**src/rtl/ristretto_mem_arbiter_if.sv**
```systemverilog
// Bundles the three core-side requester ports and the unified memory port
// of the ristretto memory arbiter; slave is the arbiter's view, master the environment's.
interface ristretto_mem_arbiter_if #(
  parameter int unsigned DataWidth = 32,
  parameter int unsigned AddrWidth = 32
);
  localparam int unsigned StrbWidth = DataWidth / 8;

  logic                 if_req_i;
  logic [AddrWidth-1:0] if_addr_i;
  logic                 if_ready_o;
  logic                 if_valid_o;
  logic [DataWidth-1:0] if_rdata_o;

  logic                 rd_req_i;
  logic [AddrWidth-1:0] rd_addr_i;
  logic [StrbWidth-1:0] rd_strb_i;
  logic                 rd_ready_o;
  logic                 rd_valid_o;
  logic [DataWidth-1:0] rd_rdata_o;

  logic                 wr_req_i;
  logic [AddrWidth-1:0] wr_addr_i;
  logic [DataWidth-1:0] wr_data_i;
  logic [StrbWidth-1:0] wr_strb_i;
  logic                 wr_ready_o;
  logic                 wr_valid_o;

  logic                 mem_req_o;
  logic                 mem_we_o;
  logic [AddrWidth-1:0] mem_addr_o;
  logic [DataWidth-1:0] mem_wdata_o;
  logic [StrbWidth-1:0] mem_strb_o;
  logic                 mem_ready_i;
  logic                 mem_valid_i;
  logic [DataWidth-1:0] mem_rdata_i;

  logic [1:0]           arb_grant_o;
  logic                 arb_err_o;

  modport slave (
    input  if_req_i, if_addr_i,
    output if_ready_o, if_valid_o, if_rdata_o,
    input  rd_req_i, rd_addr_i, rd_strb_i,
    output rd_ready_o, rd_valid_o, rd_rdata_o,
    input  wr_req_i, wr_addr_i, wr_data_i, wr_strb_i,
    output wr_ready_o, wr_valid_o,
    output mem_req_o, mem_we_o, mem_addr_o, mem_wdata_o, mem_strb_o,
    input  mem_ready_i, mem_valid_i, mem_rdata_i,
    output arb_grant_o, arb_err_o
  );

  modport master (
    output if_req_i, if_addr_i,
    input  if_ready_o, if_valid_o, if_rdata_o,
    output rd_req_i, rd_addr_i, rd_strb_i,
    input  rd_ready_o, rd_valid_o, rd_rdata_o,
    output wr_req_i, wr_addr_i, wr_data_i, wr_strb_i,
    input  wr_ready_o, wr_valid_o,
    input  mem_req_o, mem_we_o, mem_addr_o, mem_wdata_o, mem_strb_o,
    output mem_ready_i, mem_valid_i, mem_rdata_i,
    input  arb_grant_o, arb_err_o
  );
endinterface

```
**src/rtl/ristretto_mem_arbiter.sv**
```systemverilog
// Fixed-priority (write > read > fetch) single-outstanding arbiter onto one memory port.
// Define RISTRETTO_MEM_ARB_STARVE_GUARD_EN to force a fetch grant after StarveLimit data grants.
module ristretto_mem_arbiter #(
  parameter int unsigned DataWidth     = 32,
  parameter int unsigned AddrWidth     = 32,
  parameter int unsigned TimeoutCycles = 64,
  parameter int unsigned StarveLimit   = 4
) (
  input logic                    clk_i,
  input logic                    rst_i,
  ristretto_mem_arbiter_if.slave bus
);
  localparam int unsigned StrbWidth = DataWidth / 8;
  localparam int unsigned TmoWidth  = (TimeoutCycles > 1) ? $clog2(TimeoutCycles) : 1;

  typedef enum logic [1:0] {S_IDLE, S_REQ, S_RESP} state_e;
  typedef enum logic [1:0] {GNT_NONE = 2'd0, GNT_IF = 2'd1, GNT_RD = 2'd2, GNT_WR = 2'd3} grant_e;

  state_e               state;
  grant_e               grant;
  grant_e               sel;
  logic [AddrWidth-1:0] hold_addr;
  logic [DataWidth-1:0] hold_wdata;
  logic [StrbWidth-1:0] hold_strb;
  logic                 hold_we;
  logic [TmoWidth-1:0]  tmo_cnt;
  logic                 starve_force;

  logic in_req, in_resp, accept, data_done, tmo_hit, tmo_done, done;

  assign in_req    = (state == S_REQ);
  assign in_resp   = (state == S_RESP);
  assign accept    = in_req && bus.mem_ready_i;
  assign data_done = (accept || in_resp) && bus.mem_valid_i;
  // The forced completion occupies the TimeoutCycles-th RESP cycle; real data wins a tie.
  assign tmo_hit   = (TimeoutCycles != 0) && (tmo_cnt == TmoWidth'(TimeoutCycles - 1));
  assign tmo_done  = in_resp && !bus.mem_valid_i && tmo_hit;
  assign done      = data_done || tmo_done;

  always_comb begin
    // NOTE: sel gets a default before any branch so no latch is inferred.
    sel = GNT_NONE;
    if (starve_force)        sel = GNT_IF;
    else if (bus.wr_req_i)   sel = GNT_WR;
    else if (bus.rd_req_i)   sel = GNT_RD;
    else if (bus.if_req_i)   sel = GNT_IF;
  end

  always_ff @(posedge clk_i or posedge rst_i) begin
    if (rst_i) begin
      state      <= S_IDLE;
      grant      <= GNT_NONE;
      hold_addr  <= '0;
      hold_wdata <= '0;
      hold_strb  <= '0;
      hold_we    <= 1'b0;
      tmo_cnt    <= '0;
    end else begin
      // NOTE: non-blocking assignments so every register samples pre-edge values together.
      unique case (state)
        S_IDLE: begin
          if (sel != GNT_NONE) begin
            state   <= S_REQ;
            grant   <= sel;
            hold_we <= (sel == GNT_WR);
            unique case (sel)
              GNT_WR: begin
                hold_addr  <= bus.wr_addr_i;
                hold_wdata <= bus.wr_data_i;
                hold_strb  <= bus.wr_strb_i;
              end
              GNT_RD: begin
                hold_addr  <= bus.rd_addr_i;
                hold_wdata <= '0;
                hold_strb  <= bus.rd_strb_i;
              end
              default: begin
                hold_addr  <= bus.if_addr_i;
                hold_wdata <= '0;
                hold_strb  <= '1;
              end
            endcase
          end
        end
        S_REQ: begin
          if (accept) begin
            tmo_cnt <= '0;
            if (bus.mem_valid_i) begin
              state <= S_IDLE;
              grant <= GNT_NONE;
            end else begin
              state <= S_RESP;
            end
          end
        end
        S_RESP: begin
          if (done) begin
            state <= S_IDLE;
            grant <= GNT_NONE;
          end else begin
            tmo_cnt <= tmo_cnt + 1'b1;
          end
        end
        default: begin
          state <= S_IDLE;
          grant <= GNT_NONE;
        end
      endcase
    end
  end

`ifdef RISTRETTO_MEM_ARB_STARVE_GUARD_EN
  localparam int unsigned StarveWidth = (StarveLimit > 0) ? $clog2(StarveLimit + 1) : 1;

  logic [StarveWidth-1:0] starve_cnt;
  logic                   idle_data_grant;

  assign starve_force    = bus.if_req_i && (starve_cnt >= StarveWidth'(StarveLimit));
  assign idle_data_grant = (state == S_IDLE) && ((sel == GNT_RD) || (sel == GNT_WR));

  // Cannot pass StarveLimit: at the limit a pending fetch takes the next grant.
  always_ff @(posedge clk_i or posedge rst_i) begin
    if (rst_i) begin
      starve_cnt <= '0;
    end else if (!bus.if_req_i || ((state == S_IDLE) && (sel == GNT_IF))) begin
      starve_cnt <= '0;
    end else if (idle_data_grant) begin
      starve_cnt <= starve_cnt + 1'b1;
    end
  end
`else
  logic unused_starve_limit;

  assign starve_force        = 1'b0;
  assign unused_starve_limit = (StarveLimit == 0);
`endif

  assign bus.mem_req_o   = in_req;
  assign bus.mem_we_o    = in_req && hold_we;
  assign bus.mem_addr_o  = in_req ? hold_addr  : '0;
  assign bus.mem_wdata_o = in_req ? hold_wdata : '0;
  assign bus.mem_strb_o  = in_req ? hold_strb  : '0;

  assign bus.if_ready_o  = accept && (grant == GNT_IF);
  assign bus.if_valid_o  = done   && (grant == GNT_IF);
  assign bus.if_rdata_o  = (data_done && (grant == GNT_IF)) ? bus.mem_rdata_i : '0;

  assign bus.rd_ready_o  = accept && (grant == GNT_RD);
  assign bus.rd_valid_o  = done   && (grant == GNT_RD);
  assign bus.rd_rdata_o  = (data_done && (grant == GNT_RD)) ? bus.mem_rdata_i : '0;

  assign bus.wr_ready_o  = accept && (grant == GNT_WR);
  assign bus.wr_valid_o  = done   && (grant == GNT_WR);

  assign bus.arb_grant_o = grant;
  assign bus.arb_err_o   = tmo_done;
endmodule

```
**src/flat_wrapper.sv**
```systemverilog
// flat-port wrapper written by rule: the top's interface ports become plain ports
module ristretto_mem_arbiter_flat 
#(
  parameter int unsigned DataWidth     = 32,
  parameter int unsigned AddrWidth     = 32,
  parameter int unsigned TimeoutCycles = 64,
  parameter int unsigned StarveLimit   = 4
)
  (clk_i, rst_i, bus_if_req_i, bus_if_addr_i, bus_if_ready_o, bus_if_valid_o, bus_if_rdata_o, bus_rd_req_i, bus_rd_addr_i, bus_rd_strb_i, bus_rd_ready_o, bus_rd_valid_o, bus_rd_rdata_o, bus_wr_req_i, bus_wr_addr_i, bus_wr_data_i, bus_wr_strb_i, bus_wr_ready_o, bus_wr_valid_o, bus_mem_req_o, bus_mem_we_o, bus_mem_addr_o, bus_mem_wdata_o, bus_mem_strb_o, bus_mem_ready_i, bus_mem_valid_i, bus_mem_rdata_i, bus_arb_grant_o, bus_arb_err_o);
  ristretto_mem_arbiter_if #(.DataWidth(DataWidth), .AddrWidth(AddrWidth)) bus_i ();
  input logic clk_i;
  input logic rst_i;
  input wire logic [$bits(bus_i.if_req_i)-1:0] bus_if_req_i;
  input wire logic [$bits(bus_i.if_addr_i)-1:0] bus_if_addr_i;
  output wire logic [$bits(bus_i.if_ready_o)-1:0] bus_if_ready_o;
  output wire logic [$bits(bus_i.if_valid_o)-1:0] bus_if_valid_o;
  output wire logic [$bits(bus_i.if_rdata_o)-1:0] bus_if_rdata_o;
  input wire logic [$bits(bus_i.rd_req_i)-1:0] bus_rd_req_i;
  input wire logic [$bits(bus_i.rd_addr_i)-1:0] bus_rd_addr_i;
  input wire logic [$bits(bus_i.rd_strb_i)-1:0] bus_rd_strb_i;
  output wire logic [$bits(bus_i.rd_ready_o)-1:0] bus_rd_ready_o;
  output wire logic [$bits(bus_i.rd_valid_o)-1:0] bus_rd_valid_o;
  output wire logic [$bits(bus_i.rd_rdata_o)-1:0] bus_rd_rdata_o;
  input wire logic [$bits(bus_i.wr_req_i)-1:0] bus_wr_req_i;
  input wire logic [$bits(bus_i.wr_addr_i)-1:0] bus_wr_addr_i;
  input wire logic [$bits(bus_i.wr_data_i)-1:0] bus_wr_data_i;
  input wire logic [$bits(bus_i.wr_strb_i)-1:0] bus_wr_strb_i;
  output wire logic [$bits(bus_i.wr_ready_o)-1:0] bus_wr_ready_o;
  output wire logic [$bits(bus_i.wr_valid_o)-1:0] bus_wr_valid_o;
  output wire logic [$bits(bus_i.mem_req_o)-1:0] bus_mem_req_o;
  output wire logic [$bits(bus_i.mem_we_o)-1:0] bus_mem_we_o;
  output wire logic [$bits(bus_i.mem_addr_o)-1:0] bus_mem_addr_o;
  output wire logic [$bits(bus_i.mem_wdata_o)-1:0] bus_mem_wdata_o;
  output wire logic [$bits(bus_i.mem_strb_o)-1:0] bus_mem_strb_o;
  input wire logic [$bits(bus_i.mem_ready_i)-1:0] bus_mem_ready_i;
  input wire logic [$bits(bus_i.mem_valid_i)-1:0] bus_mem_valid_i;
  input wire logic [$bits(bus_i.mem_rdata_i)-1:0] bus_mem_rdata_i;
  output wire logic [$bits(bus_i.arb_grant_o)-1:0] bus_arb_grant_o;
  output wire logic [$bits(bus_i.arb_err_o)-1:0] bus_arb_err_o;
  assign bus_i.if_req_i = bus_if_req_i;
  assign bus_i.if_addr_i = bus_if_addr_i;
  assign bus_if_ready_o = bus_i.if_ready_o;
  assign bus_if_valid_o = bus_i.if_valid_o;
  assign bus_if_rdata_o = bus_i.if_rdata_o;
  assign bus_i.rd_req_i = bus_rd_req_i;
  assign bus_i.rd_addr_i = bus_rd_addr_i;
  assign bus_i.rd_strb_i = bus_rd_strb_i;
  assign bus_rd_ready_o = bus_i.rd_ready_o;
  assign bus_rd_valid_o = bus_i.rd_valid_o;
  assign bus_rd_rdata_o = bus_i.rd_rdata_o;
  assign bus_i.wr_req_i = bus_wr_req_i;
  assign bus_i.wr_addr_i = bus_wr_addr_i;
  assign bus_i.wr_data_i = bus_wr_data_i;
  assign bus_i.wr_strb_i = bus_wr_strb_i;
  assign bus_wr_ready_o = bus_i.wr_ready_o;
  assign bus_wr_valid_o = bus_i.wr_valid_o;
  assign bus_mem_req_o = bus_i.mem_req_o;
  assign bus_mem_we_o = bus_i.mem_we_o;
  assign bus_mem_addr_o = bus_i.mem_addr_o;
  assign bus_mem_wdata_o = bus_i.mem_wdata_o;
  assign bus_mem_strb_o = bus_i.mem_strb_o;
  assign bus_i.mem_ready_i = bus_mem_ready_i;
  assign bus_i.mem_valid_i = bus_mem_valid_i;
  assign bus_i.mem_rdata_i = bus_mem_rdata_i;
  assign bus_arb_grant_o = bus_i.arb_grant_o;
  assign bus_arb_err_o = bus_i.arb_err_o;
  ristretto_mem_arbiter #(.DataWidth(DataWidth), .AddrWidth(AddrWidth), .TimeoutCycles(TimeoutCycles), .StarveLimit(StarveLimit)) u_core (.clk_i(clk_i), .rst_i(rst_i), .bus(bus_i));
endmodule
```
**config.mk**
```make
export PLATFORM = sky130hd
export DESIGN_NAME = ristretto_mem_arbiter_flat
export DESIGN_NICKNAME = d
export VERILOG_FILES = /design/src/rtl/ristretto_mem_arbiter_if.sv /design/src/rtl/ristretto_mem_arbiter.sv /design/src/flat_wrapper.sv
export SDC_FILE = /design/constraint.sdc
export NUM_CORES = 1
export LEC_CHECK = 0
export ABC_AREA = 1
export CAP_MARGIN = 20
export CORE_AREA = 2 2 125 127
export DETAILED_ROUTE_END_ITERATION = 16
export DIE_AREA = 0 0 127 129
export PLACE_DENSITY = 0.84
export SYNTH_ARGS = -nofsm -noshare
export SYNTH_HDL_FRONTEND = slang
export SYNTH_SLANG_ARGS = --single-unit
```
**constraint.sdc**
```tcl
create_clock -name clk_i -period 3.3 [get_ports clk_i]
set_clock_uncertainty 0.15 [all_clocks]
set_input_delay 0.66 -clock clk_i [delete_from_list [all_inputs] [get_ports clk_i]]
set_output_delay 0.66 -clock clk_i [all_outputs]
set_load 0.02 [all_outputs]
```
==> impl_metrics.ini <==
[run_status]
status = finished, final reports clean

[clocking]
clkSinkCount = 79
clk_latency_ns = 0.33
cts_root_buf = clkbuf_16
cts_setup_buffers = 0
clkSlewWorstSetupHoldPaths_ns = 0.06
cts_tree = built
postCtsHoldBufs = 0
ctsHtreeMaxLevel = 3
cts_buffers = 9
cts_buffer_depth = 2

[floorplanning]
initial_core_util_pct = 31.5
die_y_um = 129
die_w_um = 127
die-area_mm2 = 0.0164
pin_count = 318
core-area_mm2 = 0.0150
rows = 45

[critical_path]
cp-start-kind = primary input
worstPathArrival_ns = 2.40
worstSetupPathType = in -> out
startpoint = bus_mem_ready_i
reg2reg_from = u_core.state[1]
critical_path_peak_fanout = 30
reg2reg_depth = 6
end_kind = output port
critPathRequiredTime_ns = 2.49

[routing]
wire_per_inst_um = 14.3
drt_iter0_drc = 298
vias_per_cell = 4.56
drt_first_pass_iters = 5
routed_wl_mm = 17.6
drc = 0
vias = 5594
ant_nets = 0

[synth]
yosysSeqAreaShare_pct = 41.9
synth_top_cell_area_share_pct = 41.9
synth_area_leaders = dfrtp_1, nor2_1, nand2_1
synth_edf_count = 0
synthFlopType = dfrtp_1
synth_warnings = 0
syn_inst = 732
ys_ff_latch = 79
syn-num-nets = 908
yosysMostFrequentCell = nor2_1
synth-async-reset-ratio_pct = 100
synth_area_per_cell_um2 = 6.45
synth_common_cells = nor2_1, nand2_1, inv_1, dfrtp_1, o21ai_0
syn_area_mm2 = 0.00472
synth.distinct_cells = 26
post-synth-top-area-cell = dfrtp_1

[placed_design]
numPortBuffers = 317
place_ws_ns = -0.00666
hpwl_mm = 13.7
gp_congestion = 0.787
dp_cells = 1210

[timing]
tns_ns = 0
max_freq_ghz = 0.311
relSlewSlack_pct = 53.9
period_minus_slack_ns = 3.21
min_period_over_period_pct = 97.4
setup_slack_ns = 0.0870
finalMaxSlewViolations = 0
finalHoldViolCount = 0
tightest_slew_ns = 0.689
setup_viol = 0

[finish]
layout-drive-gt1-share_pct = 4.24
syn_to_final_growth_pct = 79.5
finalNetCount = 1209
antenna_cells = 0
stdcell_count = 1226
utilization_pct = 56.6

[power_and_ir_drop]
p_leak_nw = 4.36
power_mw = 5.65
peakVddDrop_mv = 0.288
powerDensity_mw_per_mm2 = 667

[hold_path]
hold-path-cell-count = 2
hold_start = u_core.hold_addr[24]
hold_path.class = reg -> reg

[grt]
antenna_found_initial = 0
grt_pass1_vias = 5419
grt_usage_pct = 20.8
grt_first_pass_wirelength_mm = 27.1
grt_max_degree = 78
grt_remaining_overflow = 0

[flow_run]
maxCapViolations = 0
-- state kept, by name, indices dropped and copies added (netlist names) --
| register | flops |
|---|---|
| u_core.hold_wdata | 32 |
| u_core.bus.arb_grant_o | 2 |
| u_core.hold_we | 1 |
| u_core.state | 2 |
| u_core.tmo_cnt | 6 |
| u_core.hold_addr | 32 |
| u_core.hold_strb | 4 |
-- final cells by class --
| type | count | area (um2) |
|---|---|---|
| Clock inverter | 4 | 35.0 |
| Inverter | 122 | 459 |
| Sequential cell | 79 | 1980 |
| Tap cell | 188 | 235 |
| Timing Repair Buffer | 329 | 3400 |
| Clock buffer | 12 | 267 |
| Fill cell | 1393 | 6500 |
| Multi-Input combinational cell | 492 | 2100 |
-- path summary, 6_finish.rpt --
check	end	slack (ns)
max in group asynchronous	u_core.hold_addr[28]	1.81
worst min register to register	u_core.hold_addr[24]	0.34
min in group asynchronous	u_core.hold_wdata[0]	0.52
worst min-delay path	u_core.hold_addr[24]	0.34
worst max-delay path	bus_rd_rdata_o[1]	0.09
worst max register to register	u_core.hold_addr[28]	1.41
-- per-layer routing --
metal,vias up,track usage [%],wire (um)
li1,2808,-,-
met1,2494,22.5,6470
met2,248,37.7,8890
met3,44,5.99,1570
met4,0,9.95,660
met5,-,0,0
-- layout by cell type, fill, tap and decap left out --
cell and instances:
a31oi_1 1, nor2_2 2, nand2_1 119, o22ai_1 8, clkdlybuf4s50_1 285, clkbuf_16 9
dfrtp_1 79, xor2_1 2, o21ai_0 50, o21ai_1 16, ha_1 1, o211ai_1 1
nand4_1 1, nand3_1 38, a22oi_1 9, xnor2_1 1, inv_1 114, a31oi_4 1
inv_6 2, nor2_4 1, clkbuf_8 3, buf_2 1, clkinv_2 1, buf_12 7
a21oi_1 5, inv_2 7, clkinv_4 2, buf_4 8, nor2_1 236, dlymetal6s2s_1 27
dlygate4sd2_1 1
-- metrics by stage --
stage	hold WS [ns]	area, um2
5_1_grt	0.355	8480
6_report	0.341	8480
2_1_floorplan	0.299	4720
3_5_place_dp	0.320	8110
4_1_cts	0.339	8410
3_3_place_gp	0.313	8110
-- worst max-delay path, stage by stage --
cell and delay, ns:
clkdlybuf4s50_1 0.49, nand2_1 0.07, nand2_1 0.06, nand2_1 0.07, inv_2 0.06, nand2_1 0.10
buf_12 0.19, nor2_1 0.09, clkdlybuf4s50_1 0.60
-- report_power, final --
part	internal (mW)	leakage (nW)	switching, mW
combinational	1.28	3.22	1.80
clock	0.580	0.150	0.408
sequential	1.41	0.999	0.182
total	3.26	4.36	2.39
-- logic make-up (layout without fill, tap and decap cells) --
group           count (synthesis)  in the layout  share of synthesized area [%]
buf+inv                       161            467                           13.7
fa+ha+maj                       1              1                          0.265
compound gates                 91             91                           10.8
simple gates                  397            397                           32.9
xor+xnor                        3              3                          0.557
flops                          79             79                           41.9
-- repair_timing --
item | in CTS | in global routing
setup endpoints to repair | 1 | 27
gates resized for setup | 1 | 27
pin swaps | 0 | 0
(Power assumes the default switching activity.)
